`src/rtl/adder_sched.sv`:
```
// adder_sched: round-robin operand collector and sequencer for the
// shared multi-operand registered adder.
//
// Ports:
//   clk, rst_n          clock (rising edge), async active-low reset
//   req_valid/req_data  per-requester operand offers
//   req_ready           one-hot grant (COLLECT only)
//   flush               close a partial reduction early
//   add_ops             operand bank driven to the adder
//   add_sum             adder sum, ADD_LAT register stages after add_ops
//   res_valid/res_data  captured sum, held until res_ready
//   res_count           number of operands behind res_data
//   res_ready           result consumer accepts
//   busy                high while waiting on or presenting a result
module adder_sched #(
    parameter int N_REQ   = 4,
    parameter int NUM_OPS = 16,
    parameter int DATA_W  = 16,
    parameter int SUM_W   = 28,
    parameter int ADD_LAT = 1
) (
    input  logic                            clk,
    input  logic                            rst_n,
    input  logic [N_REQ-1:0]                req_valid,
    input  logic [N_REQ*DATA_W-1:0]         req_data,
    output logic [N_REQ-1:0]                req_ready,
    input  logic                            flush,
    output logic [NUM_OPS*DATA_W-1:0]       add_ops,
    input  logic [SUM_W-1:0]                add_sum,
    output logic                            res_valid,
    output logic [SUM_W-1:0]                res_data,
    output logic [$clog2(NUM_OPS+1)-1:0]    res_count,
    input  logic                            res_ready,
    output logic                            busy
);

    localparam int CNT_W = $clog2(NUM_OPS + 1);
    localparam int PTR_W = (N_REQ > 1) ? $clog2(N_REQ) : 1;
    localparam int LAT_W = (ADD_LAT > 0) ? $clog2(ADD_LAT + 1) : 1;

    localparam logic [1:0] S_COLLECT = 2'd0;
    localparam logic [1:0] S_WAIT    = 2'd1;
    localparam logic [1:0] S_RESULT  = 2'd2;

    logic [1:0]        r_state;
    logic [PTR_W-1:0]  r_ptr;
    logic [CNT_W-1:0]  r_wr_cnt;
    logic [LAT_W-1:0]  r_lat;
    logic [DATA_W-1:0] r_bank [NUM_OPS];
    logic              r_res_valid;
    logic [SUM_W-1:0]  r_res_data;
    logic [CNT_W-1:0]  r_res_count;

    logic [DATA_W-1:0] w_req_data [N_REQ];
    logic [PTR_W-1:0]  w_cand;
    logic [PTR_W-1:0]  w_idx;
    logic [PTR_W-1:0]  w_nxt_ptr;
    logic [N_REQ-1:0]  w_gnt;
    logic [DATA_W-1:0] w_data;
    logic              w_found;
    logic              w_collect;
    logic              w_xfer;
    logic              w_last;
    logic              w_close;
    logic              w_accept;

    // Unpack the flat requester bus so it can be indexed by pointer.
    for (genvar g = 0; g < N_REQ; g++) begin : g_req
        assign w_req_data[g] = req_data[g*DATA_W +: DATA_W];
    end

    // The adder always sees the registered bank, never live request data.
    for (genvar g = 0; g < NUM_OPS; g++) begin : g_ops
        assign add_ops[g*DATA_W +: DATA_W] = r_bank[g];
    end

    function automatic logic [PTR_W-1:0] wrap_idx(
        input logic [PTR_W-1:0] p,
        input int               k
    );
        int s;
        s = (int'(p) + k) % N_REQ;
        return PTR_W'(s);
    endfunction

    // Search upward from the round-robin pointer for the first valid.
    always_comb begin
        w_found = 1'b0;
        w_idx   = '0;
        w_cand  = '0;
        w_gnt   = '0;
        w_data  = '0;
        for (int k = 0; k < N_REQ; k++) begin
            w_cand = wrap_idx(r_ptr, k);
            if (!w_found && req_valid[w_cand]) begin
                w_found       = 1'b1;
                w_idx         = w_cand;
                w_gnt[w_cand] = 1'b1;
                w_data        = w_req_data[w_cand];
            end
        end
    end

    assign w_collect = (r_state == S_COLLECT);

    // Grant is suppressed while reset is asserted even though the
    // state register already reads COLLECT.
    assign req_ready = (w_collect && rst_n) ? w_gnt : '0;

    assign w_xfer   = |(req_valid & req_ready);
    assign w_last   = w_xfer && (r_wr_cnt == CNT_W'(NUM_OPS - 1));
    assign w_close  = w_last
                    || (flush && ((r_wr_cnt != '0) || w_xfer));
    assign w_accept = (r_state == S_RESULT) && res_ready;

    assign w_nxt_ptr = (w_idx == PTR_W'(N_REQ - 1))
                     ? '0 : w_idx + PTR_W'(1);

    always_ff @(posedge clk or negedge rst_n) begin
        if (!rst_n) begin
            r_state     <= S_COLLECT;
            r_ptr       <= '0;
            r_wr_cnt    <= '0;
            r_lat       <= '0;
            r_res_valid <= 1'b0;
            r_res_data  <= '0;
            r_res_count <= '0;
        end else begin
            unique case (r_state)
                S_COLLECT: begin
                    if (w_xfer) begin
                        r_wr_cnt <= r_wr_cnt + CNT_W'(1);
                        r_ptr    <= w_nxt_ptr;
                    end
                    if (w_close) begin
                        r_state <= S_WAIT;
                        r_lat   <= LAT_W'(ADD_LAT);
                    end
                end
                S_WAIT: begin
                    // Bank is frozen here; count out the adder pipeline.
                    if (r_lat == '0) begin
                        r_res_data  <= add_sum;
                        r_res_count <= r_wr_cnt;
                        r_res_valid <= 1'b1;
                        r_state     <= S_RESULT;
                    end else begin
                        r_lat <= r_lat - LAT_W'(1);
                    end
                end
                S_RESULT: begin
                    if (res_ready) begin
                        r_res_valid <= 1'b0;
                        r_wr_cnt    <= '0;
                        r_state     <= S_COLLECT;
                    end
                end
                default: begin
                    r_state <= S_COLLECT;
                end
            endcase
        end
    end

    // Unfilled slots stay zero so a flushed reduction sums correctly.
    always_ff @(posedge clk or negedge rst_n) begin
        if (!rst_n) begin
            for (int k = 0; k < NUM_OPS; k++) begin
                r_bank[k] <= '0;
            end
        end else if (w_accept) begin
            for (int k = 0; k < NUM_OPS; k++) begin
                r_bank[k] <= '0;
            end
        end else if (w_xfer) begin
            for (int k = 0; k < NUM_OPS; k++) begin
                if (r_wr_cnt == CNT_W'(k)) begin
                    r_bank[k] <= w_data;
                end
            end
        end
    end

    assign res_valid = r_res_valid;
    assign res_data  = r_res_data;
    assign res_count = r_res_count;
    assign busy      = (r_state == S_WAIT) || (r_state == S_RESULT);

endmodule

```
`config.mk`:
```
export PLATFORM = sky130hd
export DESIGN_NAME = adder_sched
export DESIGN_NICKNAME = d
export VERILOG_FILES = /design/src/rtl/adder_sched.sv
export SDC_FILE = /design/constraint.sdc
export NUM_CORES = 1
export LEC_CHECK = 0
export BUFFER_PORTS_ARGS = -buffer_cell sky130_fd_sc_hd__buf_2
export CAP_MARGIN = 20
export CORE_UTILIZATION = 40
export CTS_CLUSTER_DIAMETER = 150
export DETAILED_ROUTE_END_ITERATION = 10
export SYNTH_ARGS = -nofsm -noshare
export SYNTH_HDL_FRONTEND = slang
export SYNTH_SLANG_ARGS = --single-unit
```
`constraint.sdc`:
```
create_clock -name clk -period 14 [get_ports clk]
set_input_delay 3.5 -clock clk [delete_from_list [all_inputs] [get_ports clk]]
set_output_delay 3.5 -clock clk [all_outputs]
set_load 0.05 [all_outputs]
```
Word-level counts from Yosys, hierarchy flattened
Index checks and enable logic that the tools add are counted.
{"block": "totals", "in_bits": 100, "ff_bits": 300, "wordCells": 211, "out_inout_bits": 295}
{"block": "op_classes", "n_lt_le_gt_ge": 12, "bitwise_logic": 9, "addsub": 6, "mux": 76, "n_reduce_logical": 63, "n_eq_ne": 22}
{"operator": "256-bit two-way mux", "count": 2}
{"operator": "16-bit two-way mux", "count": 28}
{"operator": "16-bit binary-select mux with 2-bit select", "count": 4}
{"operator": "5-bit by 4-bit equality test with 1-bit output, second input constant", "count": 8}
{"operator": "2-bit nonzero test", "count": 20}
{"operator": "2-bit AND reduction", "count": 19}
{"operator": "5-bit by 3-bit equality test with 1-bit output, second input constant", "count": 4}
{"operator": "4-bit two-way mux", "count": 5}
{"operator": "2-bit two-way mux", "count": 8}
{"operator": "1-bit two-way mux", "count": 15}
{"operator": "3-bit >= comparator, second input constant", "count": 4}
{"operator": "2-bit by 3-bit less-than comparator with 1-bit output, second input constant", "count": 4}
{"operator": "2-bit inverter with 3-bit output", "count": 4}
{"operator": "4-bit OR", "count": 3}
{"operator": "1-bit logical AND", "count": 11}
{"operator": "5-bit by 2-bit equality test with 1-bit output, second input constant", "count": 2}
{"operator": "5-bit two-way mux", "count": 2}
{"operator": "5-bit one-hot mux with 2 select lines", "count": 1}
{"operator": "3-bit AND reduction", "count": 3}
{"operator": "1-bit binary-select mux with 2-bit select", "count": 4}
{"operator": "1-bit demux with 2-bit select", "count": 4}
{"operator": "2-bit by 1-bit >= comparator with 1-bit output, second input constant", "count": 4}
{"operator": "2-bit one-hot mux with 3 select lines", "count": 1}
{"operator": "5-bit by 1-bit adder with 5-bit output, second input constant", "count": 1}
{"operator": "17 further kinds", "count": 27}

Logic depth before layout (Yosys ltp)
{"block": "depth", "word_depth": 20, "mapped_depth": 16, "depth_no_buf": 9}

Worst setup path after synthesis
OpenSTA, ideal clock, no wires.
{"block": "synth_timing", "path_kind": "in2out", "from": "in req_valid[3]", "to": "out req_ready[3]", "required_time_ns": 10.500, "path_stages": 7, "slack_ns": 4.997, "t_arrival_ns": 5.503, "path_buffers": 3, "cell_sequence": "mux4_2 > buf_2 > buf_1 > clkbuf_1 > a211oi_1 > a21oi_1 > nor2_1"}
{"block": "synth_via", "elab_chain_cells": 13, "elab_cells_between_ends": 25, "cone_classes": "mux (16); bitwise (3); reduce/logical (6)"}
{"item": "from (decl)", "line": "24", "rtl": "input logic [N_REQ-1:0] req_valid,"}
{"item": "1-bit binary-select mux with 2-bit select", "line": "95", "rtl": "if (!w_found && req_valid[w_cand]) begin"}
{"item": "1-bit two-way mux (implied by the code)", "line": "95"}
{"item": "1-bit two-way mux", "line": "95"}
{"item": "1-bit zero test", "line": "95"}
{"item": "1-bit logical AND", "line": "95"}
{"item": "1-bit two-way mux", "line": "95"}
{"item": "1-bit zero test", "line": "95"}
{"item": "1-bit logical AND", "line": "95"}
{"item": "1-bit two-way mux", "line": "95"}
{"item": "1-bit zero test", "line": "95"}
{"item": "1-bit logical AND", "line": "95"}
{"item": "4-bit two-way mux (*)", "line": "95"}
{"item": "4-bit two-way mux (*)", "line": "108", "rtl": "assign req_ready = (w_collect && rst_n) ? w_gnt : '0;"}
{"item": "to (decl)", "line": "26", "rtl": "output logic [N_REQ-1:0] req_ready,"}
Mark *: on every way between the ends. The rest lies on a longest branch, timed or not. The select of a mux whose other input is x is not followed.

Worst setup path after layout
{"block": "layout_timing", "from": "in req_valid[3]", "to": "out req_ready[0]"}
The elaborated chain is that of the path after synthesis.

==> flow_summary.ini <==
[yosys]
seq_area_frac_synth = 0.506
synth_area_per_cell_um2 = 11.9
async_flop_share = 1.00
ys_seq_elements = 300
synth_cells = 1250
synth_edf_count = 0
yosysWarningCount = 0
synthesis.area_mm2 = 0.0148
syn_nets = 1364
synth_cell_types = 58
synth-main-ff-cell = dfrtp_1

[timing]
rsz0062_at_grt = false
hold_violations = 0
maxSlewHeadroom = 0.250
hold_ws_ps = 497
setup_violations = 0
drv_slew = 0
tightest_slew_ps = 1120
fin_tns_setup_ps = 0
post-route-period-util = 0.703
max_freq_mhz = 102
finalClockSkew_ps = 17.2
period_minus_slack_ps = 9840

[placement]
detailedPlacementHpwl_mm = 30.1
placed_area_mm2 = 0.0171
globalplace.congestion = 0.812
portBuffers = 394

[final_layout]
syn2layout_area_growth_pct = 23.2
fin_util = 0.501
fillCellCount = 3349
final_cell_area_mm2 = 0.0183
regArea_mm2 = 0.00751
nets = 1709
layout-drive-gt1-share = 0.359
n_antenna_cell = 0
multi_input_area_mm2 = 0.00682

[clock_network]
cts_hold_buf = 0
cts-resized-gates = 0
cts_setup_buffers = 0
clk_pin_slew_ps = 60
cts_sinks = 300
insertion_delay_ps = 520
cts_tree = built
numCtsBuffers = 35
cts_buffer_depth = 3
cts-root-buf = clkbuf_16
htree_levels = 2

[floorplanning]
start_util = 0.406
die_x_um = 195
fp.dieH_um = 195
core-area_mm2 = 0.0365
die_area_mm2 = 0.0379
io_pins = 395
placementRows = 70

[global_route]
gr-total-overflow = 0
grt_max_degree = 148
grt_pass1_wl_mm = 67.7
grt_pass1_vias = 11100
antenna_found_initial = 1
groute.usage.overall = 0.231

[critical_path]
critPathLaunchType = input pin
worstSetupPathType = in2out
cp.required_ps = 10500
crit_path_max_incr_delay_ps = 1030
worstSetupEndpointType = output port
cp.arrival_ps = 6340
cp_max_fo = 22
crit_slowest_cell = nor4b_4
path_cells = buf_2 > mux4_1 > nor4b_4 > a22o_1 > nor2_1 > nor2_1 > buf_2

[power_and_ir_drop]
power-per-cell-area_mw_per_mm2 = 235
leakage_uw = 0.0101
power_uw = 4300
ir_drop_mv = 0.178

[worst_hold_path]
hp-class = reg2reg

[detailed_routing]
wl_per_cell_um = 21.2
drt_wl_total_mm = 44.2
firstDrtPassIters = 4
viasPerCell = 5.40
drc = 0
drtIter0Drc = 589
num_vias = 11300
ant_nets = 0

[outcome]
run_status = complete, no violations

[run]
maxCapViolCount = 0
-- cell usage after synthesis, drive strengths merged, types with 2 or more instances --
cell type,number,area share
ha,14,0.012
clkbuf,69,0.017
a21oi,12,0.0040
a22o,2,0.0012
o311ai,6,0.0035
o32ai,2,0.0012
nand4,5,0.0025
nor3,5,0.0032
and2,3,0.0013
nand2,279,0.072
o211ai,4,0.0027
a41o,2,0.0013
nand2b,2,0.00084
and3,6,0.0025
inv,19,0.0048
dfrtp,300,0.51
a211oi,3,0.0015
nor2,28,0.0071
a22oi,21,0.011
a222oi,5,0.0034
mux4,56,0.085
buf,31,0.013
xnor2,3,0.0018
mux2,45,0.034
o22ai,3,0.0013
a21o,3,0.0015
nor3b,2,0.0010
nor2b,4,0.0017
a221oi,3,0.0018
o31ai,3,0.0015
o21ai,27,0.0091
nand3,21,0.011
mux2i,249,0.17
-- through the flow --
step / setup WS [ps] / instances
floorplan: 5000 / 1250
global placement: 4210 / 2023
detailed placement: 4190 / 2023
CTS: 4180 / 2085
global route: 4020 / 2088
finish: 4160 / 2088
-- layer usage --
metal / global-route usage / up-vias / routed length [um]
li1: - / 5106 / -
met1: 0.309 / 5699 / 18700
met2: 0.372 / 398 / 21200
met3: 0.0479 / 78 / 2830
met4: 0.0841 / 2 / 1410
met5: 0 / - / 10
-- sequential cells by signal, indices dropped and copies added (netlist names), named ones only --
name and flops:
add_ops 256, res_data 28, r_lat 1, r_ptr 1, res_count 5, res_valid 1
r_state 2, r_wr_cnt 5
-- path summary, 6_finish.rpt --
| kind | from | to | slack (ps) | depth (start not counted) |
|---|---|---|---|---|
| setup reg to reg | r_ptr[1] | add_ops[228] | 7750 | 11 |
| max in group asynchronous | rst_n | add_ops[27] | 9630 | 2 |
| hold reg to reg | add_ops[250] | add_ops[250] | 500 | 2 |
| hold / removal | add_ops[250] | add_ops[250] | 500 | 2 |
| min in group asynchronous | rst_n | add_ops[220] | 2990 | 1 |
| setup / recovery | req_valid[3] | req_ready[0] | 4160 | 7 |
-- layout make-up --
class                           instances  area share
Clock buffer                           51      0.0556
Sequential cell                       300       0.411
Clock inverter                         11     0.00671
Multi-Input combinational cell        830       0.373
Timing Repair Buffer                  408       0.118
Inverter                               20     0.00411
Tap cell                              468      0.0320
-- power by group --
| part | internal (uW) | switching, uW |
|---|---|---|
| Combinational | 627 | 1640 |
| Sequential | 1040 | 97.4 |
| Clock | 543 | 362 |
| Total | 2210 | 2100 |
-- critical path, delay by kind of cell --
family	cells	cell delay, ps
compound gates	1	310
buf+inv	2	410
mux	1	920
simple gates	3	1190
-- logic make-up (layout without fill, tap and decap cells) --
| kind of cell | Yosys count | count (layout) | synth area share |
|---|---|---|---|
| compound gates | 101 | 101 | 0.0494 |
| simple gates | 362 | 362 | 0.108 |
| flops | 300 | 300 | 0.506 |
| buf+inv | 120 | 490 | 0.0358 |
| mux | 350 | 350 | 0.287 |
| xor+xnor | 3 | 3 | 0.00177 |
| fa+ha+maj | 14 | 14 | 0.0118 |
-- layout by cell type, fill, tap and decap left out, types with 4 or more instances in the layout --
master,count
a222oi_1,5
nand2_1,275
ha_1,14
clkbuf_16,38
clkbuf_8,6
nand3_1,15
nand2_4,4
inv_1,19
o21ai_0,27
nand4_1,4
buf_4,10
a21oi_1,12
mux4_2,54
buf_2,393
dfrtp_1,299
mux2i_1,249
a22oi_1,21
mux2_2,45
clkinv_2,6
and3_1,6
clkbuf_1,9
nor2_1,28
nand3_4,4
o311ai_0,6
Power figures use the tool's default switching activity.
